===== src/rtl/alu_top.sv =====
// alu_top: FPGA top of the ALU lab design.
// Three level-sensitive buttons latch operand A, operand B and the opcode
// from a shared switch bank; the ALU result plus zero/carry flags drive the
// LEDs through an output register.
// Optional build macro: ALU_BTN_SYNC_EN adds a 2-flop synchronizer on each
// button bit (load latency +2 cycles; switch data sampled at the load edge).
module alu_top #(
    parameter int NB_DATA_OUT     = 10,
    parameter int NB_DATA_IN      = 8,
    parameter int NB_OP_CODE_IN   = 6,
    parameter int NB_INPUT_SELECT = 3
) (
    input  logic                       clock,
    input  logic                       i_rst,
    input  logic [NB_INPUT_SELECT-1:0] i_btn,
    input  logic [NB_DATA_IN-1:0]      i_sw_data,
    output logic [NB_DATA_OUT-1:0]     o_led
);

    localparam logic [NB_OP_CODE_IN-1:0] OP_ADD = 6'b100000;
    localparam logic [NB_OP_CODE_IN-1:0] OP_SUB = 6'b100010;
    localparam logic [NB_OP_CODE_IN-1:0] OP_AND = 6'b100100;
    localparam logic [NB_OP_CODE_IN-1:0] OP_OR  = 6'b100101;
    localparam logic [NB_OP_CODE_IN-1:0] OP_XOR = 6'b100110;
    localparam logic [NB_OP_CODE_IN-1:0] OP_SRA = 6'b000011;
    localparam logic [NB_OP_CODE_IN-1:0] OP_SRL = 6'b000010;
    localparam logic [NB_OP_CODE_IN-1:0] OP_NOR = 6'b100111;

    // LED value for the cleared state: opcode 0 yields ext = 0, so zero = 1.
    localparam logic [NB_DATA_OUT-1:0] LED_RST = {1'b1, 1'b0, {NB_DATA_IN{1'b0}}};

    logic [NB_INPUT_SELECT-1:0] btn_use;
    logic [NB_DATA_IN-1:0]      reg_a;
    logic [NB_DATA_IN-1:0]      reg_b;
    logic [NB_OP_CODE_IN-1:0]   reg_op;
    logic [NB_DATA_IN:0]        ext;
    logic [NB_DATA_IN-1:0]      sra_res;
    logic                       zero;
    logic                       carry;

`ifdef ALU_BTN_SYNC_EN
    logic [NB_INPUT_SELECT-1:0] btn_meta;
    logic [NB_INPUT_SELECT-1:0] btn_sync;

    // Two-flop synchronizer on each asynchronous push-button bit.
    always_ff @(posedge clock) begin
        if (i_rst) begin
            btn_meta <= '0;
            btn_sync <= '0;
        end else begin
            btn_meta <= i_btn;
            btn_sync <= btn_meta;
        end
    end

    assign btn_use = btn_sync;
`else
    // Buttons are assumed clean and synchronous to clock.
    assign btn_use = i_btn;
`endif

    // Operand/opcode registers; a held button reloads every cycle.
    always_ff @(posedge clock) begin
        if (i_rst) begin
            reg_a  <= '0;
            reg_b  <= '0;
            reg_op <= '0;
        end else begin
            if (btn_use[0]) reg_a  <= i_sw_data;
            if (btn_use[1]) reg_b  <= i_sw_data;
            if (btn_use[2]) reg_op <= i_sw_data[NB_OP_CODE_IN-1:0];
        end
    end

    // Arithmetic shift uses the full operand B; shifts of width or more
    // saturate to the sign fill.
    assign sra_res = $unsigned($signed(reg_a) >>> reg_b);

    // ALU datapath: extended result plus flags.
    always_comb begin
        ext   = '0;
        carry = 1'b0;
        case (reg_op)
            OP_ADD: begin
                ext   = {1'b0, reg_a} + {1'b0, reg_b};
                carry = ext[NB_DATA_IN];
            end
            OP_SUB: begin
                ext   = {1'b0, reg_a} - {1'b0, reg_b};
                carry = ~ext[NB_DATA_IN];   // 1 when no borrow (A >= B)
            end
            OP_AND:  ext = {1'b0, reg_a & reg_b};
            OP_OR:   ext = {1'b0, reg_a | reg_b};
            OP_XOR:  ext = {1'b0, reg_a ^ reg_b};
            OP_SRA:  ext = {1'b0, sra_res};
            OP_SRL:  ext = {1'b0, reg_a >> reg_b};
            OP_NOR:  ext = {1'b0, ~(reg_a | reg_b)};
            default: ext = '0;
        endcase
        // Zero looks at all extended bits, so a carry-out alone is not zero.
        zero = ~|ext;
    end

    // LED output register, updated every cycle.
    always_ff @(posedge clock) begin
        if (i_rst) o_led <= LED_RST;
        else       o_led <= {zero, carry, ext[NB_DATA_IN-1:0]};
    end

endmodule


===== config.mk =====
export PLATFORM = sky130hd
export DESIGN_NAME = alu_top
export DESIGN_NICKNAME = d
export VERILOG_FILES = /design/src/rtl/alu_top.sv
export SDC_FILE = /design/constraint.sdc
export NUM_CORES = 1
export LEC_CHECK = 0
export BUFFER_PORTS_ARGS = -buffer_cell sky130_fd_sc_hd__buf_2
export CORE_ASPECT_RATIO = 1.4
export CORE_MARGIN = 4
export CORE_UTILIZATION = 55
export CTS_CLUSTER_SIZE = 12
export DETAILED_ROUTE_END_ITERATION = 10
export HOLD_SLACK_MARGIN = 0.06
export PLACE_DENSITY_LB_ADDON = 0.1
export SYNTH_ARGS = -nofsm -noshare
export SYNTH_HDL_FRONTEND = slang
export SYNTH_SLANG_ARGS = --single-unit

===== constraint.sdc =====
create_clock -name clock -period 3.55 [get_ports clock]
set_input_delay 0.1775 -clock clock [delete_from_list [all_inputs] [get_ports clock]]
set_output_delay 0.1775 -clock clock [all_outputs]
set_load 0.01 [all_outputs]

# Word-level counts from Yosys, hierarchy flattened
# Cells that the tools add are included.
# W data, S select, Z words.
# word_totals
inputBits,13
regBits,32
out_inout_bits,10
elab_cells,25
# classes
n_shift,2
bitwise_logic,5
n_mux,2
reduce_logical,2
eq_ne,8
n_addsub,2
# ops
operator,count
$pmux W9 S8,1
$eq A6 B6 Y1 const B,6
$eq A6 B2 Y1 const B,2
$add A8 B8 Y9,1
$reduce_or A9 Y1,1
$sub A8 B8 Y9,1
$and A8 B8 Y8,1
$not A8 Y8,1
$or A8 B8 Y8,1
$shr A8 B8 Y8,1
$sshr A8 B8 Y8,1
$xor A8 B8 Y8,1
$pmux W1 S2,1
$logic_not A1 Y1,1
$not A1 Y1,1

# Longest topological paths before layout
# logic_depth
depth_word,5
mapped_depth,11
ltp_nobuf,11

# Least setup slack after synthesis
# No wires, ideal clock.
# synth_timing
path_kind,reg2reg
from,reg reg_b[3]
to,reg o_led[9]
path_slack_ns,0.865
setup_ns,0.115
path_buffers,2
path_stages_with_launch,12
arrival_time_ns,2.569
cell_sequence,dfxtp_1 -> buf_1 -> inv_1 -> ha_1 -> clkbuf_1 -> a21oi_1 -> a211oi_1 -> a211oi_1 -> mux2i_1 -> mux2i_1 -> and4bb_1 -> a31o_1
# synth_via
elab_chain_cells,5
elab_cells_between_ends,11
cone_classes,2 x add/sub; 2 x shift; 1 x mux; 4 x bitwise; 2 x reduce/logical
# synth_rtl
item,line_no,rtl
start: declaration,34,logic [NB_DATA_IN-1:0] reg_b;
start signal: assignment,70,if (btn_use[1]) reg_b <= i_sw_data;
"parallel branches: the longest is 2 deep, another holds $sub A8 B8 Y9",--,
$pmux W9 S8 *,83,case (reg_op)
$reduce_or A9 Y1 *,101,zero = ~|ext;
$logic_not A1 Y1 *,101,
end signal: assignment,107,"else o_led <= {zero, carry, ext[NB_DATA_IN-1:0]};"
end: declaration,17,output logic [NB_DATA_OUT-1:0] o_led
# Every way passes the cells marked *.
# A chain may end at the register's enable or synchronous reset.

# Final worst setup path
# layout_timing
from,reg reg_a[0]
to,reg o_led[9]
# layout_via
elab_chain_cells,5
elab_cells_between_ends,11
cone_classes,2 x add/sub; 2 x shift; 1 x mux; 4 x bitwise; 2 x reduce/logical
# layout_rtl
item,line_no,rtl
start: declaration,33,logic [NB_DATA_IN-1:0] reg_a;
start signal: assignment,69,if (btn_use[0]) reg_a <= i_sw_data;
"parallel branches: the longest is 2 deep, another holds $sub A8 B8 Y9",--,
$pmux W9 S8 *,83,
$reduce_or A9 Y1 *,101,
$logic_not A1 Y1 *,101,
# Marks and branches as above.

==> metrics.txt <==
# TYPE chip_impl_metric gauge
chip_impl_metric{name="dr.first_iter.drc_count",unit=""} 355
chip_impl_metric{name="diodes",unit=""} 0
chip_impl_metric{name="io_buffers",unit=""} 22
chip_impl_metric{name="fp.coreArea",unit="sq um"} 5159
chip_impl_metric{name="path_depth",unit=""} 10
chip_impl_metric{name="synth_warnings",unit=""} 0
chip_impl_metric{name="filler_cell_count",unit=""} 468
chip_impl_metric{name="worst-endpoint-arrival",unit="ns"} 2.86
chip_impl_metric{name="post-route-drc-count",unit=""} 0
chip_impl_metric{name="timing.final.setup_violations",unit=""} 0
chip_impl_metric{name="finalWorstPathRequiredPeriod",unit="ns"} 2.680
chip_impl_metric{name="drive_above_1_share",unit="%"} 14.44
chip_impl_info{name="regToRegStartpoint",value="reg_a[0]"} 1
chip_impl_metric{name="reg2reg_slack",unit="ns"} 0.87
chip_impl_metric{name="netlist-cell-type-count",unit=""} 67
chip_impl_metric{name="io_pins",unit=""} 23
chip_impl_metric{name="final_wirelength",unit="microns"} 7967
chip_impl_info{name="hold_removal_path_class",value="in -> reg"} 1
chip_impl_metric{name="syn_nets",unit=""} 391
chip_impl_metric{name="finalClockSkew",unit="ns"} 0.006503
chip_impl_metric{name="ctsHtreeMaxLevel",unit=""} 2
chip_impl_metric{name="worst_pin_slew",unit="ns"} 0.6126
chip_impl_metric{name="std_cell_rows",unit=""} 31
chip_impl_metric{name="vias",unit=""} 2695
chip_impl_metric{name="grt_pass1_wl",unit="microns"} 13050
chip_impl_metric{name="cts_repair_resize_count",unit=""} 0
chip_impl_info{name="grt_most_used_layer",value="met2"} 1
chip_impl_metric{name="ys_seq_area_share",unit="%"} 22.02
chip_impl_metric{name="ys_ff_latch",unit=""} 32
chip_impl_metric{name="area_of_the_die",unit="sq um"} 6533
chip_impl_metric{name="post_cts_hold_buffer_count",unit=""} 0
chip_impl_metric{name="post_cts.repair.setup_buffers",unit=""} 0
chip_impl_metric{name="required",unit="ns"} 3.73
chip_impl_metric{name="design.final.nets",unit=""} 406
chip_impl_metric{name="synth_area_per_cell",unit="sq um"} 8.288
chip_impl_metric{name="finalMaxSlewViolations",unit=""} 0
chip_impl_info{name="rsz0062_at_grt",value="false"} 1
chip_impl_metric{name="clock_transition_at_the_registers_of_the_reported_paths",unit="ns"} 0.07
chip_impl_metric{name="global_route.usage.met1",unit="%"} 31.85
chip_impl_metric{name="area_growth",unit="%"} 9.376
chip_impl_metric{name="wl_per_cell",unit="microns"} 18.40
chip_impl_metric{name="clock_latency",unit="ns"} 0.28
chip_impl_info{name="synth.largest_area_cell",value="dfxtp_1"} 1
chip_impl_metric{name="global_route.overflow_total",unit=""} 0
chip_impl_metric{name="first_global_vias",unit=""} 2575
chip_impl_metric{name="antenna_found_initial",unit=""} 0
chip_impl_info{name="ys_top_cells_by_area",value="dfxtp_1 (22%), mux2i_1 (13%), ha_1 (11%)"} 1
chip_impl_info{name="start_point_of_the_critical_path",value="reg_a[0]"} 1
chip_impl_metric{name="die_y",unit="microns"} 94.05
chip_impl_metric{name="grtUsageMet3",unit="%"} 2.998
chip_impl_metric{name="fmax",unit="GHz"} 0.3731
chip_impl_metric{name="area_of_the_multi_input_gates",unit="sq um"} 2064
chip_impl_metric{name="hpwl",unit="microns"} 6060
chip_impl_metric{name="drv.max_cap_violation_count",unit=""} 0
chip_impl_info{name="startpoint_type",value="flip-flop"} 1
chip_impl_info{name="timing.critical_path.cells",value="ha_1, inv_1, fa_1, nand3b_1, a211oi_1, a211oi_1, mux2i_1, mux2i_1, and4bb_1, a31o_1"} 1
chip_impl_info{name="timing.rr.end",value="o_led[9]"} 1
chip_impl_metric{name="ff2ff_path_depth",unit=""} 10
chip_impl_metric{name="overall_fraction_of_global_route_tracks_in_use",unit="%"} 24.81
chip_impl_info{name="critical_path.top_delay_family",value="compound AO/OA/AOI/OAI gates"} 1
chip_impl_info{name="worstSetupEndpoint",value="o_led[9]"} 1
chip_impl_metric{name="routed_via_density",unit=""} 6.224
chip_impl_metric{name="initial_core_util",unit="%"} 56.39
chip_impl_metric{name="rel_slew_slack",unit="%"} 58.85
chip_impl_info{name="path_class",value="reg -> reg"} 1
chip_impl_metric{name="power_density",unit="nW/um^2"} 332.8
chip_impl_metric{name="post_route_fraction_of_the_period_consumed_by_the_critical_path",unit="%"} 75.51
chip_impl_metric{name="floorplan.die.width",unit="microns"} 69.47
chip_impl_metric{name="yosys.area.top_type_share",unit="%"} 22.02
chip_impl_info{name="crit_slowest_cell",value="fa_1"} 1
chip_impl_metric{name="power_leakage",unit="uW"} 0.001300
chip_impl_info{name="run_status",value="completed"} 1
chip_impl_info{name="tritoncts",value="built"} 1
chip_impl_metric{name="tritoncts.num_buffers",unit=""} 5
chip_impl_info{name="synthFlopType",value="dfxtp_1"} 1
chip_impl_metric{name="hold_path_depth",unit=""} 3
chip_impl_info{name="synth.most_common_cell",value="nor2_1"} 1
chip_impl_metric{name="globalplace.congestion",unit=""} 0.9958
chip_impl_metric{name="area.sequential",unit="sq um"} 640.6
chip_impl_metric{name="fin_tns_setup",unit="ns"} 0
chip_impl_metric{name="number_of_enable_type_register_cells_in_the_synthesized_netlist",unit=""} 0
chip_impl_metric{name="met2_usage",unit="%"} 42.60
chip_impl_metric{name="drt_pre_antenna_iters",unit=""} 6
chip_impl_metric{name="route.antenna.remaining_nets",unit=""} 0
chip_impl_metric{name="post_synth_inst_count",unit=""} 351
chip_impl_metric{name="hold_violations",unit=""} 0
chip_impl_info{name="clockRootBuffer",value="clkbuf_8"} 1
chip_impl_metric{name="synth_async_sr_flop_share",unit="%"} 0
chip_impl_metric{name="crit_path_max_incr_delay",unit="ns"} 0.39
chip_impl_info{name="timing.critical_path.to_type",value="flip-flop"} 1
chip_impl_info{name="synth_commonest_cells",value="nor2_1 (42), mux2i_1 (37), dfxtp_1 (32)"} 1
chip_impl_metric{name="ir_drop",unit="uV"} 231.7
chip_impl_metric{name="cts.path.max_buffers",unit=""} 2
chip_impl_metric{name="cp_max_fo",unit=""} 4
chip_impl_metric{name="clock_sink_count",unit=""} 32
chip_impl_metric{name="syn-cell-area",unit="sq um"} 2909
chip_impl_metric{name="post-route-util",unit="%"} 61.68
chip_impl_metric{name="timing.critical_path.buf_inv",unit=""} 1
chip_impl_metric{name="grt_start_max_net_pins",unit=""} 33
## layer usage
metal  wire [microns]  vias up
met5                0        -
li1                 -     1301
met3              422       23
met1             3374     1263
met4              264        0
met2             3906      108
## tightest hold or removal path: stages
cell and delay, ns:
buf_2 0.09, mux2i_1 0.06, nor2_1 0.07
## report_power, final
| part | switching [uW] | internal, uW |
|---|---|---|
| clock | 141 | 208 |
| combinational | 177 | 128 |
| sequential | 27.1 | 378 |
| total | 345 | 714 |
## cells by family after synthesis
family	synth area share (%)
simple gates	18.62
compound gates	20.73
buf+inv	7.011
mux	15.57
flops	22.02
fa+ha+maj	12.13
xor+xnor	3.914
## final cells by class
cell class,count,area share [%]
clock inverters,3,1.337
well taps,66,2.595
multi-input cells,269,64.88
repair buffers,32,5.820
flip-flops and latches,32,20.13
clock buffers,5,2.163
inverters,26,3.067
## cells in the final DEF, fill, tap and decap left out, drive strengths merged, types with 4 or more instances in the layout
cell type / netlist / layout
o22ai: 6 / 6
a211oi: 8 / 8
clkbuf: 13 / 5
xnor2: 11 / 11
nand3: 6 / 6
mux2i: 37 / 37
buf: 11 / 32
o21ai: 7 / 7
inv: 26 / 26
a21oi: 16 / 16
nor2: 44 / 44
nor2b: 6 / 6
dfxtp: 32 / 32
a31oi: 6 / 6
nor3: 7 / 7
nand2: 16 / 16
nand2b: 4 / 4
ha: 25 / 25
## per-stage QoR
stage                     worst slack (ns)  std cells  cell area [sq um]  hold WS (ns)  power, uW
final                               0.8695        433               3182        0.1457       1059
after detailed placement            0.9098        425               3070        0.4368      712.5
after global placement              0.9958        425               3070        0.4265      709.3
after global routing                0.6698        433               3182        0.1711       1117
after CTS                           0.8925        433               3182        0.1430       1060
after floorplan                     0.8651        351               2909        0.2491      637.0
## worst min-delay path by stage
| stage | start | end | slack [ns] |
|---|---|---|---|
| after floorplan | i_rst | o_led[2] | 0.25 |
| after global placement | i_sw_data[6] | reg_b[6] | 0.43 |
| after detailed placement | i_sw_data[6] | reg_b[6] | 0.44 |
| after CTS | i_sw_data[6] | reg_b[6] | 0.14 |
| after global routing | i_sw_data[6] | reg_b[6] | 0.17 |
| final | i_sw_data[6] | reg_b[6] | 0.15 |
## state kept, by name, indices dropped and copies added, names as in the netlist
register,flops
reg_op,6
o_led,10
reg_a,8
reg_b,8
Power figures use the tool's default switching activity.
